<file path="src/rtl/ahb_master_arb_if.sv">
// Bus bundle for the two-master AHB-Lite arbiter.
// Carries both masters' request/control/data signals, the grants, the
// shared slave-side address/control/data bus and the slave handshake.
//   slave  : arbiter view (takes master signals and slave handshake,
//            drives grants, the muxed slave bus and data_owner)
//   master : environment view (drives master signals and slave handshake,
//            observes grants and the muxed slave bus)
interface ahb_master_arb_if;
    logic        m0_busreq;
    logic        m0_grant;
    logic [1:0]  m0_htrans;
    logic [2:0]  m0_hsize;
    logic        m0_hwrite;
    logic [31:0] m0_haddr;
    logic [31:0] m0_hwdata;

    logic        m1_busreq;
    logic        m1_grant;
    logic [1:0]  m1_htrans;
    logic [2:0]  m1_hsize;
    logic        m1_hwrite;
    logic [31:0] m1_haddr;
    logic [31:0] m1_hwdata;

    logic        hsel;
    logic [1:0]  htrans;
    logic [2:0]  hsize;
    logic        hwrite;
    logic [31:0] haddr;
    logic [31:0] hwdata;
    logic        hready_in;
    logic        hresp;
    logic        data_owner;

    modport slave (
        input  m0_busreq, m0_htrans, m0_hsize, m0_hwrite, m0_haddr, m0_hwdata,
        input  m1_busreq, m1_htrans, m1_hsize, m1_hwrite, m1_haddr, m1_hwdata,
        input  hready_in, hresp,
        output m0_grant, m1_grant,
        output hsel, htrans, hsize, hwrite, haddr, hwdata, data_owner
    );

    modport master (
        output m0_busreq, m0_htrans, m0_hsize, m0_hwrite, m0_haddr, m0_hwdata,
        output m1_busreq, m1_htrans, m1_hsize, m1_hwrite, m1_haddr, m1_hwdata,
        output hready_in, hresp,
        input  m0_grant, m1_grant,
        input  hsel, htrans, hsize, hwrite, haddr, hwdata, data_owner
    );
endinterface

</file>
<file path="src/rtl/ahb_master_arb.sv">
// Two-master AHB-Lite arbiter and bus mux (M0 = CPU, M1 = DMAC).
// Grants one master per address phase, muxes its address/control onto the
// shared slave bus and steers HWDATA from the owner of the data phase.
// Ports:
//   clk  - single clock
//   rst  - synchronous reset, active-high
//   bus  - ahb_master_arb_if.slave: master requests/controls/data in,
//          grants out, muxed slave bus out, hready_in/hresp in,
//          data_owner out (0 = M0, 1 = M1)
// Parameters:
//   M1_HIGH_PRIO - 1: M1 wins simultaneous requests from idle, 0: M0 wins
//   MAX_HOLD     - accepted beats an owner may keep the bus while contended
//   CW           - hold counter width, >= clog2(MAX_HOLD+1)
module ahb_master_arb #(
    parameter bit          M1_HIGH_PRIO = 1'b1,
    parameter int unsigned MAX_HOLD     = 8,
    parameter int unsigned CW           = 4
) (
    input  logic              clk,
    input  logic              rst,
    ahb_master_arb_if.slave   bus
);

    typedef enum logic {
        OWN_M0 = 1'b0,
        OWN_M1 = 1'b1
    } owner_e;

    localparam logic [CW-1:0] HOLD_MAX   = CW'(MAX_HOLD);
    localparam owner_e        PRIO_OWNER = M1_HIGH_PRIO ? OWN_M1 : OWN_M0;

    owner_e        addr_owner;
    owner_e        data_owner_q;
    owner_e        other_owner;
    logic [CW-1:0] hold_cnt;
    logic [CW-1:0] hold_next;
    logic          cur_req;
    logic          oth_req;
    logic          accept;

    // An ERROR response's first cycle has hready_in=0, which already freezes
    // all state, so hresp needs no dedicated handling.
    logic unused_hresp;
    assign unused_hresp = bus.hresp;

    // Address/control mux follows the registered address owner.
    always_comb begin
        bus.htrans = bus.m0_htrans;
        bus.hsize  = bus.m0_hsize;
        bus.hwrite = bus.m0_hwrite;
        bus.haddr  = bus.m0_haddr;
        if (addr_owner == OWN_M1) begin
            bus.htrans = bus.m1_htrans;
            bus.hsize  = bus.m1_hsize;
            bus.hwrite = bus.m1_hwrite;
            bus.haddr  = bus.m1_haddr;
        end
    end

    assign bus.hsel       = bus.htrans[1];
    assign bus.hwdata     = (data_owner_q == OWN_M1) ? bus.m1_hwdata : bus.m0_hwdata;
    assign bus.m0_grant   = (addr_owner == OWN_M0);
    assign bus.m1_grant   = (addr_owner == OWN_M1);
    assign bus.data_owner = (data_owner_q == OWN_M1);

    always_comb begin
        other_owner = (addr_owner == OWN_M1) ? OWN_M0 : OWN_M1;
        cur_req     = (addr_owner == OWN_M1) ? bus.m1_busreq : bus.m0_busreq;
        oth_req     = (addr_owner == OWN_M1) ? bus.m0_busreq : bus.m1_busreq;
        accept      = bus.hready_in & bus.htrans[1];
        // Count this edge's beat before comparing against the limit so the
        // grant moves on the same edge that accepts the MAX_HOLD-th beat.
        hold_next   = hold_cnt;
        if (accept && (hold_cnt < HOLD_MAX)) begin
            hold_next = hold_cnt + 1'b1;
        end
    end

    always_ff @(posedge clk) begin
        if (rst) begin
            addr_owner   <= OWN_M0;
            data_owner_q <= OWN_M0;
            hold_cnt     <= '0;
        end else if (bus.hready_in) begin
            if (accept) begin
                data_owner_q <= addr_owner;
            end
            if (!cur_req && !oth_req) begin
                addr_owner <= OWN_M0;
                hold_cnt   <= '0;
            end else if (oth_req && (!cur_req || (hold_next >= HOLD_MAX))) begin
                addr_owner <= other_owner;
                hold_cnt   <= '0;
            end else if (oth_req && (hold_cnt == '0) && !accept) begin
                // Contention while the owner has not started: priority decides.
                addr_owner <= PRIO_OWNER;
                hold_cnt   <= '0;
            end else begin
                hold_cnt <= hold_next;
            end
        end
    end

endmodule

</file>
<file path="src/flat_wrapper.sv">
// flat-port wrapper written by rule: the top's interface ports become plain ports
module ahb_master_arb_flat 
#(
    parameter bit          M1_HIGH_PRIO = 1'b1,
    parameter int unsigned MAX_HOLD     = 8,
    parameter int unsigned CW           = 4
)
  (clk, rst, bus_m0_busreq, bus_m0_htrans, bus_m0_hsize, bus_m0_hwrite, bus_m0_haddr, bus_m0_hwdata, bus_m1_busreq, bus_m1_htrans, bus_m1_hsize, bus_m1_hwrite, bus_m1_haddr, bus_m1_hwdata, bus_hready_in, bus_hresp, bus_m0_grant, bus_m1_grant, bus_hsel, bus_htrans, bus_hsize, bus_hwrite, bus_haddr, bus_hwdata, bus_data_owner);
  ahb_master_arb_if bus_i ();
  input  logic clk;
  input  logic rst;
  input wire logic [$bits(bus_i.m0_busreq)-1:0] bus_m0_busreq;
  input wire logic [$bits(bus_i.m0_htrans)-1:0] bus_m0_htrans;
  input wire logic [$bits(bus_i.m0_hsize)-1:0] bus_m0_hsize;
  input wire logic [$bits(bus_i.m0_hwrite)-1:0] bus_m0_hwrite;
  input wire logic [$bits(bus_i.m0_haddr)-1:0] bus_m0_haddr;
  input wire logic [$bits(bus_i.m0_hwdata)-1:0] bus_m0_hwdata;
  input wire logic [$bits(bus_i.m1_busreq)-1:0] bus_m1_busreq;
  input wire logic [$bits(bus_i.m1_htrans)-1:0] bus_m1_htrans;
  input wire logic [$bits(bus_i.m1_hsize)-1:0] bus_m1_hsize;
  input wire logic [$bits(bus_i.m1_hwrite)-1:0] bus_m1_hwrite;
  input wire logic [$bits(bus_i.m1_haddr)-1:0] bus_m1_haddr;
  input wire logic [$bits(bus_i.m1_hwdata)-1:0] bus_m1_hwdata;
  input wire logic [$bits(bus_i.hready_in)-1:0] bus_hready_in;
  input wire logic [$bits(bus_i.hresp)-1:0] bus_hresp;
  output wire logic [$bits(bus_i.m0_grant)-1:0] bus_m0_grant;
  output wire logic [$bits(bus_i.m1_grant)-1:0] bus_m1_grant;
  output wire logic [$bits(bus_i.hsel)-1:0] bus_hsel;
  output wire logic [$bits(bus_i.htrans)-1:0] bus_htrans;
  output wire logic [$bits(bus_i.hsize)-1:0] bus_hsize;
  output wire logic [$bits(bus_i.hwrite)-1:0] bus_hwrite;
  output wire logic [$bits(bus_i.haddr)-1:0] bus_haddr;
  output wire logic [$bits(bus_i.hwdata)-1:0] bus_hwdata;
  output wire logic [$bits(bus_i.data_owner)-1:0] bus_data_owner;
  assign bus_i.m0_busreq = bus_m0_busreq;
  assign bus_i.m0_htrans = bus_m0_htrans;
  assign bus_i.m0_hsize = bus_m0_hsize;
  assign bus_i.m0_hwrite = bus_m0_hwrite;
  assign bus_i.m0_haddr = bus_m0_haddr;
  assign bus_i.m0_hwdata = bus_m0_hwdata;
  assign bus_i.m1_busreq = bus_m1_busreq;
  assign bus_i.m1_htrans = bus_m1_htrans;
  assign bus_i.m1_hsize = bus_m1_hsize;
  assign bus_i.m1_hwrite = bus_m1_hwrite;
  assign bus_i.m1_haddr = bus_m1_haddr;
  assign bus_i.m1_hwdata = bus_m1_hwdata;
  assign bus_i.hready_in = bus_hready_in;
  assign bus_i.hresp = bus_hresp;
  assign bus_m0_grant = bus_i.m0_grant;
  assign bus_m1_grant = bus_i.m1_grant;
  assign bus_hsel = bus_i.hsel;
  assign bus_htrans = bus_i.htrans;
  assign bus_hsize = bus_i.hsize;
  assign bus_hwrite = bus_i.hwrite;
  assign bus_haddr = bus_i.haddr;
  assign bus_hwdata = bus_i.hwdata;
  assign bus_data_owner = bus_i.data_owner;
  ahb_master_arb #(.M1_HIGH_PRIO(M1_HIGH_PRIO), .MAX_HOLD(MAX_HOLD), .CW(CW)) u_core (.clk(clk), .rst(rst), .bus(bus_i));
endmodule
</file>
<file path="config.mk">
export PLATFORM = sky130hd
export DESIGN_NAME = ahb_master_arb_flat
export DESIGN_NICKNAME = d
export VERILOG_FILES = /design/src/rtl/ahb_master_arb_if.sv /design/src/rtl/ahb_master_arb.sv /design/src/flat_wrapper.sv
export SDC_FILE = /design/constraint.sdc
export NUM_CORES = 1
export LEC_CHECK = 0
export CAP_MARGIN = 5
export CELL_PAD_IN_SITES_DETAIL_PLACEMENT = 1
export CELL_PAD_IN_SITES_GLOBAL_PLACEMENT = 1
export CORE_UTILIZATION = 11
export DETAILED_ROUTE_END_ITERATION = 7
export HOLD_SLACK_MARGIN = 0.05
export PLACE_DENSITY = 0.78
export SLEW_MARGIN = 15
export SYNTH_ARGS = -nofsm -noshare
export SYNTH_HDL_FRONTEND = slang
export SYNTH_SLANG_ARGS = --single-unit
export TNS_END_PERCENT = 10
</file>
<file path="constraint.sdc">
create_clock -name clk -period 1.42 [get_ports clk]
set_clock_uncertainty 0.05 [all_clocks]
set_input_delay 0.142 -clock clk [delete_from_list [all_inputs] [get_ports clk]]
set_output_delay 0.142 -clock clk [all_outputs]
set_load 0.02 [all_outputs]
</file>
* Yosys cells after proc, flatten, opt, wreduce, memory -nomap -nowiden
Cells that the tools add are included.
Operators by class: add/subtract/negate cells 1, mux-type cells 15, reductions and logical operators 13, magnitude comparators 2, bitwise gates (word level) 2
Operators by type and width (count):
- $mux W32 | 2
- $mux W4 | 4
- $mux W1 | 7
- $logic_and A1 B1 Y1 | 5
- $add A4 B1 Y4 const B | 1
- $ge A4 B4 Y1 const B | 1
- $logic_not A4 Y1 | 1
- $lt A4 B4 Y1 const B | 1
- $reduce_and A2 Y1 | 2
- $logic_not A1 Y1 | 3
- $mux W3 | 1
- $reduce_bool A3 Y1 | 1
- $mux W2 | 1
- $and A1 B1 Y1 | 1
- $logic_or A1 B1 Y1 | 1
- $not A1 Y1 | 1
Word-level totals: input bits 146, register bits 6, output and inout port bits 74

* Depth between registers and ports, before layout
word-level depth 9, depth in mapped cells 6

* Worst setup path after synthesis
Ideal clock, no wire load.
path type register -> register, start reg u_core.addr_owner, in the netlist u_core.bus.m1_grant, end reg u_core.addr_owner, in the netlist u_core.bus.m1_grant, cell stages (with the launch flop) 7, setup slack -0.260 ns, clock period less this slack 1.680 ns, data arrival time 1.526 ns, path buffers 1, cells stage by stage dfxtp_1 > buf_6 > mux2i_4 > inv_2 > a31oi_4 > nor2_2 > a2111oi_2
On the way: word-level cells in the longest chain between the ends 9, elaborated cells between the ends (all ways) 20
RTL lines:
- start, declared | line ahb_master_arb.sv:32 | owner_e addr_owner;
- start signal, assigned | line ahb_master_arb.sv:92 | addr_owner <= other_owner;
- $mux W2 * | line ahb_master_arb.sv:52 | if (addr_owner == OWN_M1) begin
- via bus_hsel | line flat_wrapper.sv:28 | output wire logic [$bits(bus_i.hsel)-1:0] bus_hsel;
- $and A1 B1 Y1 * | line ahb_master_arb.sv:70 | accept = bus.hready_in & bus.htrans[1];
- $logic_and A1 B1 Y1 | line ahb_master_arb.sv:74 | if (accept && (hold_cnt < HOLD_MAX)) begin
- $mux W4 | line ahb_master_arb.sv:74
- $ge A4 B4 Y1 | line ahb_master_arb.sv:91 | end else if (oth_req && (!cur_req || (hold_next >= HOLD_MAX))) begin
- $logic_or A1 B1 Y1 | line ahb_master_arb.sv:91
- $logic_and A1 B1 Y1 | line ahb_master_arb.sv:91
- $reduce_bool A3 Y1 (no source line) / $mux W1 (equally long branches)
- $reduce_and A2 Y1 (no source line) / $mux W1 (equally long branches)
Mark *: on every way through the listed nets, which the timed path passes. The rest lies on a longest branch. A chain may end at the register's enable or synchronous reset.

* Worst setup path after layout
start reg u_core.addr_owner, in the netlist u_core.bus.m1_grant, end out bus_haddr[28]
On the way: word-level cells in the longest chain between the ends 1
RTL lines:
- $mux W32 | line ahb_master_arb.sv:52
- end, declared | line flat_wrapper.sv:32 | output wire logic [$bits(bus_i.haddr)-1:0] bus_haddr;
Every way passes these cells.

==> results.json <==
{
  "cpPeakStageDelay_ns": 0.41,
  "ys.flop_type": "dfxtp_1",
  "avgSynthCellArea_um2": 9.89,
  "cpMaxStageDelayCell": "dfxtp_4",
  "first_global_vias": 2027,
  "synth_area_leaders": "mux2_2, dfxtp_1, mux2i_1",
  "period_share_pct": 113,
  "slew_violations": 0,
  "utilization_pct": 35.2,
  "fin_ws_ns": -0.189,
  "critPathLaunchType": "register",
  "hold_slack_ns": 0.518,
  "cts_sinks": 6,
  "routed_wirelength_um": 7930,
  "period_minus_slack_ns": 1.61,
  "rsz0062_at_grt": "true",
  "worst_slew_pin_slew_ns": 0.369,
  "synth_nets": 272,
  "ys_seq_area_share_pct": 9.80,
  "synthAdderAreaFrac_pct": 2.04,
  "root_buffer": "clkbuf_8",
  "start_util_pct": 11.3,
  "cp.required_ns": 1.23,
  "final.setup.tns_ns": -8.57,
  "synth_most_common_cell": "mux2_2",
  "synth_cell_type_count": 28,
  "overflow": 0,
  "syn-cell-area_mm2": 0.00123,
  "crit_chain": "buf_8 -> mux2_2 -> clkdlybuf4s15_2",
  "syn_inst": 124,
  "worstSetupPathType": "reg -> out",
  "ys_top_cells_by_count": "mux2_2, clkbuf_1, dfxtp_1, nor2_1, inv_1",
  "ir_drop_mv": 0.419,
  "vias_per_cell": 3.86,
  "rows": 38,
  "clock.fmax_mhz": 621,
  "fin_area_mm2": 0.00382,
  "p_leak_uw": 0.00154,
  "die_height_um": 108,
  "dr.pass1.iters": 2,
  "maxSlewHeadroom_pct": 75.2,
  "numPortBuffers": 218,
  "postCtsHoldBufs": 0,
  "synthXorXnorAreaFrac_pct": 1.43,
  "antenna_found_initial": 0,
  "h-tree-depth": 1,
  "cts_tree": "done",
  "synth-simple-area-share_pct": 7.96,
  "pre_cts_ws_ns": -0.429,
  "synth_mux_area_share_pct": 67.7,
  "synth_top_cell_area_share_pct": 63.4,
  "ioPinCount": 220,
  "critPathCaptureType": "output port",
  "synth_compound_area_share_pct": 5.20,
  "synth_edf_count": 0,
  "async_flop_share_pct": 0,
  "violations": "setup timing",
  "cap_violations": 0,
  "ys_ff_latch": 6,
  "drive_gt1_share_pct": 50.8,
  "arrival_ns": 1.42,
  "cts.path.max_buffers": 2,
  "vias": 1929,
  "globalplace.congestion": 0.736,
  "layout.nets": 509,
  "hp-class": "reg -> reg",
  "die_w_um": 108,
  "status": "finished, violations left",
  "critPathMaxFanout": 9,
  "grt_max_degree": 21,
  "final_antenna_net_count": 0,
  "hpwl_um": 5980,
  "worstSkewPairLatency_ns": 0.23,
  "diodes": 0,
  "grt_util_all_layers_pct": 11.4,
  "cts_buffers": 3,
  "ys.warnings.count": 0,
  "grt_pass1_wl_um": 10400,
  "setup_viol": 69,
  "yosysTopAreaCell": "mux2_2",
  "syn_to_final_growth_pct": 211,
  "drt-initial-drc-count": 24,
  "place_area_mm2": 0.00364,
  "synth_top_family_by_area": "multiplexers",
  "drcViolationCount": 0,
  "dieArea_mm2": 0.0116,
  "powerDensity_mw_per_mm2": 442,
  "clkTransAtPathRegs_ns": 0.04,
  "wl_per_cell_um": 15.9,
  "coreArea_mm2": 0.0108,
  "hold_violations": 0
}
what timing repair did:
item	CTS	global route
gates cloned	2	2
endpoints found under the setup margin	80	77
gates resized for setup	291	48
pin swaps	5	2
buffers inserted	5	5
power by group:
| group | switching, µW | internal [µW] | total [µW] | leakage, µW |
|---|---|---|---|---|
| Sequential | 9.36 | 174 | 183 | 0.0000502 |
| Clock | 80.6 | 194 | 274 | 0.0000228 |
| Combinational | 475 | 754 | 1230 | 0.00146 |
| Total | 564 | 1120 | 1690 | 0.00154 |
cell families after synthesis:
| family | count (synthesis) |
|---|---|
| xor gates and xnor gates | 2 |
| buffers and inverters | 16 |
| and+or+nand+nor | 18 |
| AOI/OAI and AO/OA | 7 |
| muxes | 73 |
| adders and majority gates | 2 |
| DFF | 6 |
stage by stage:
stage | std cells | power, µW
after floorplan | 124 | 654
after global placement | 483 | 1380
after detailed placement | 483 | 1400
after CTS | 494 | 1630
after global routing | 500 | 1780
final | 500 | 1690
final cells by class:
class	count	area, µm²
Clock buffer	4	45.0
Sequential cell	6	128
Fill cell	1271	7020
Inverter	5	21.3
Timing Repair Buffer	243	2320
Multi-Input combinational cell	102	1120
Tap cell	140	175
critical path: cells and delay by family, from the launching register on:
| kind | cells | cell delay (ns) |
|---|---|---|
| flip-flops | 1 | 0.41 |
| buffers and inverters | 2 | 0.42 |
| multiplexers | 1 | 0.35 |
flip-flops by register name, summed over array words and instances, names as in the netlist:
name	flops
u_core.bus.m1_grant	1
u_core.bus.data_owner	1
u_core.hold_cnt	4
path summary, 6_finish.rpt:
check	depth (start not counted)	end	startpoint	slack [ns]
hold / removal	2	u_core.hold_cnt[2]	u_core.hold_cnt[2]	0.52
setup reg to reg	7	u_core.hold_cnt[1]	u_core.bus.m1_grant	-0.16
hold reg to reg	2	u_core.hold_cnt[2]	u_core.hold_cnt[2]	0.52
setup / recovery	3	bus_haddr[28]	u_core.bus.m1_grant	-0.19
per-layer routing:
layer  GRT usage (%)  routed length (µm)
met2            23.9                4520
met3            2.06                 614
met1            11.4                2730
met5               0                   0
met4            2.15                  63
layout by cell type (no fill, tap or decap):
master / Yosys / routed
buf_8: 0 / 2
clkbuf_8: 0 / 3
nand3_1: 1 / 1
dfxtp_1: 6 / 4
xnor2_1: 2 / 2
clkbuf_1: 8 / 1
buf_12: 0 / 4
nor4b_2: 0 / 1
ha_1: 2 / 2
or3b_4: 0 / 1
a21oi_1: 2 / 2
inv_4: 0 / 1
buf_6: 1 / 14
a31oi_4: 1 / 3
buf_16: 0 / 2
nor2b_1: 1 / 1
mux2_4: 0 / 13
o21ai_0: 1 / 1
nor3_1: 1 / 1
dfxtp_4: 0 / 2
nor2_2: 1 / 2
nand2_1: 2 / 2
a2111oi_2: 1 / 1
clkbuf_2: 0 / 2
mux2i_4: 1 / 1
clkdlybuf4s15_2: 0 / 15
clkdlybuf4s50_1: 0 / 144
clkbuf_16: 0 / 2
nor2_1: 6 / 5
nand3b_1: 1 / 1
buf_4: 1 / 16
and2b_1: 1 / 1
mux2i_1: 3 / 3
buf_2: 1 / 42
inv_1: 4 / 4
and3_1: 2 / 2
mux2_2: 69 / 56
Power figures use the tool's default switching activity.
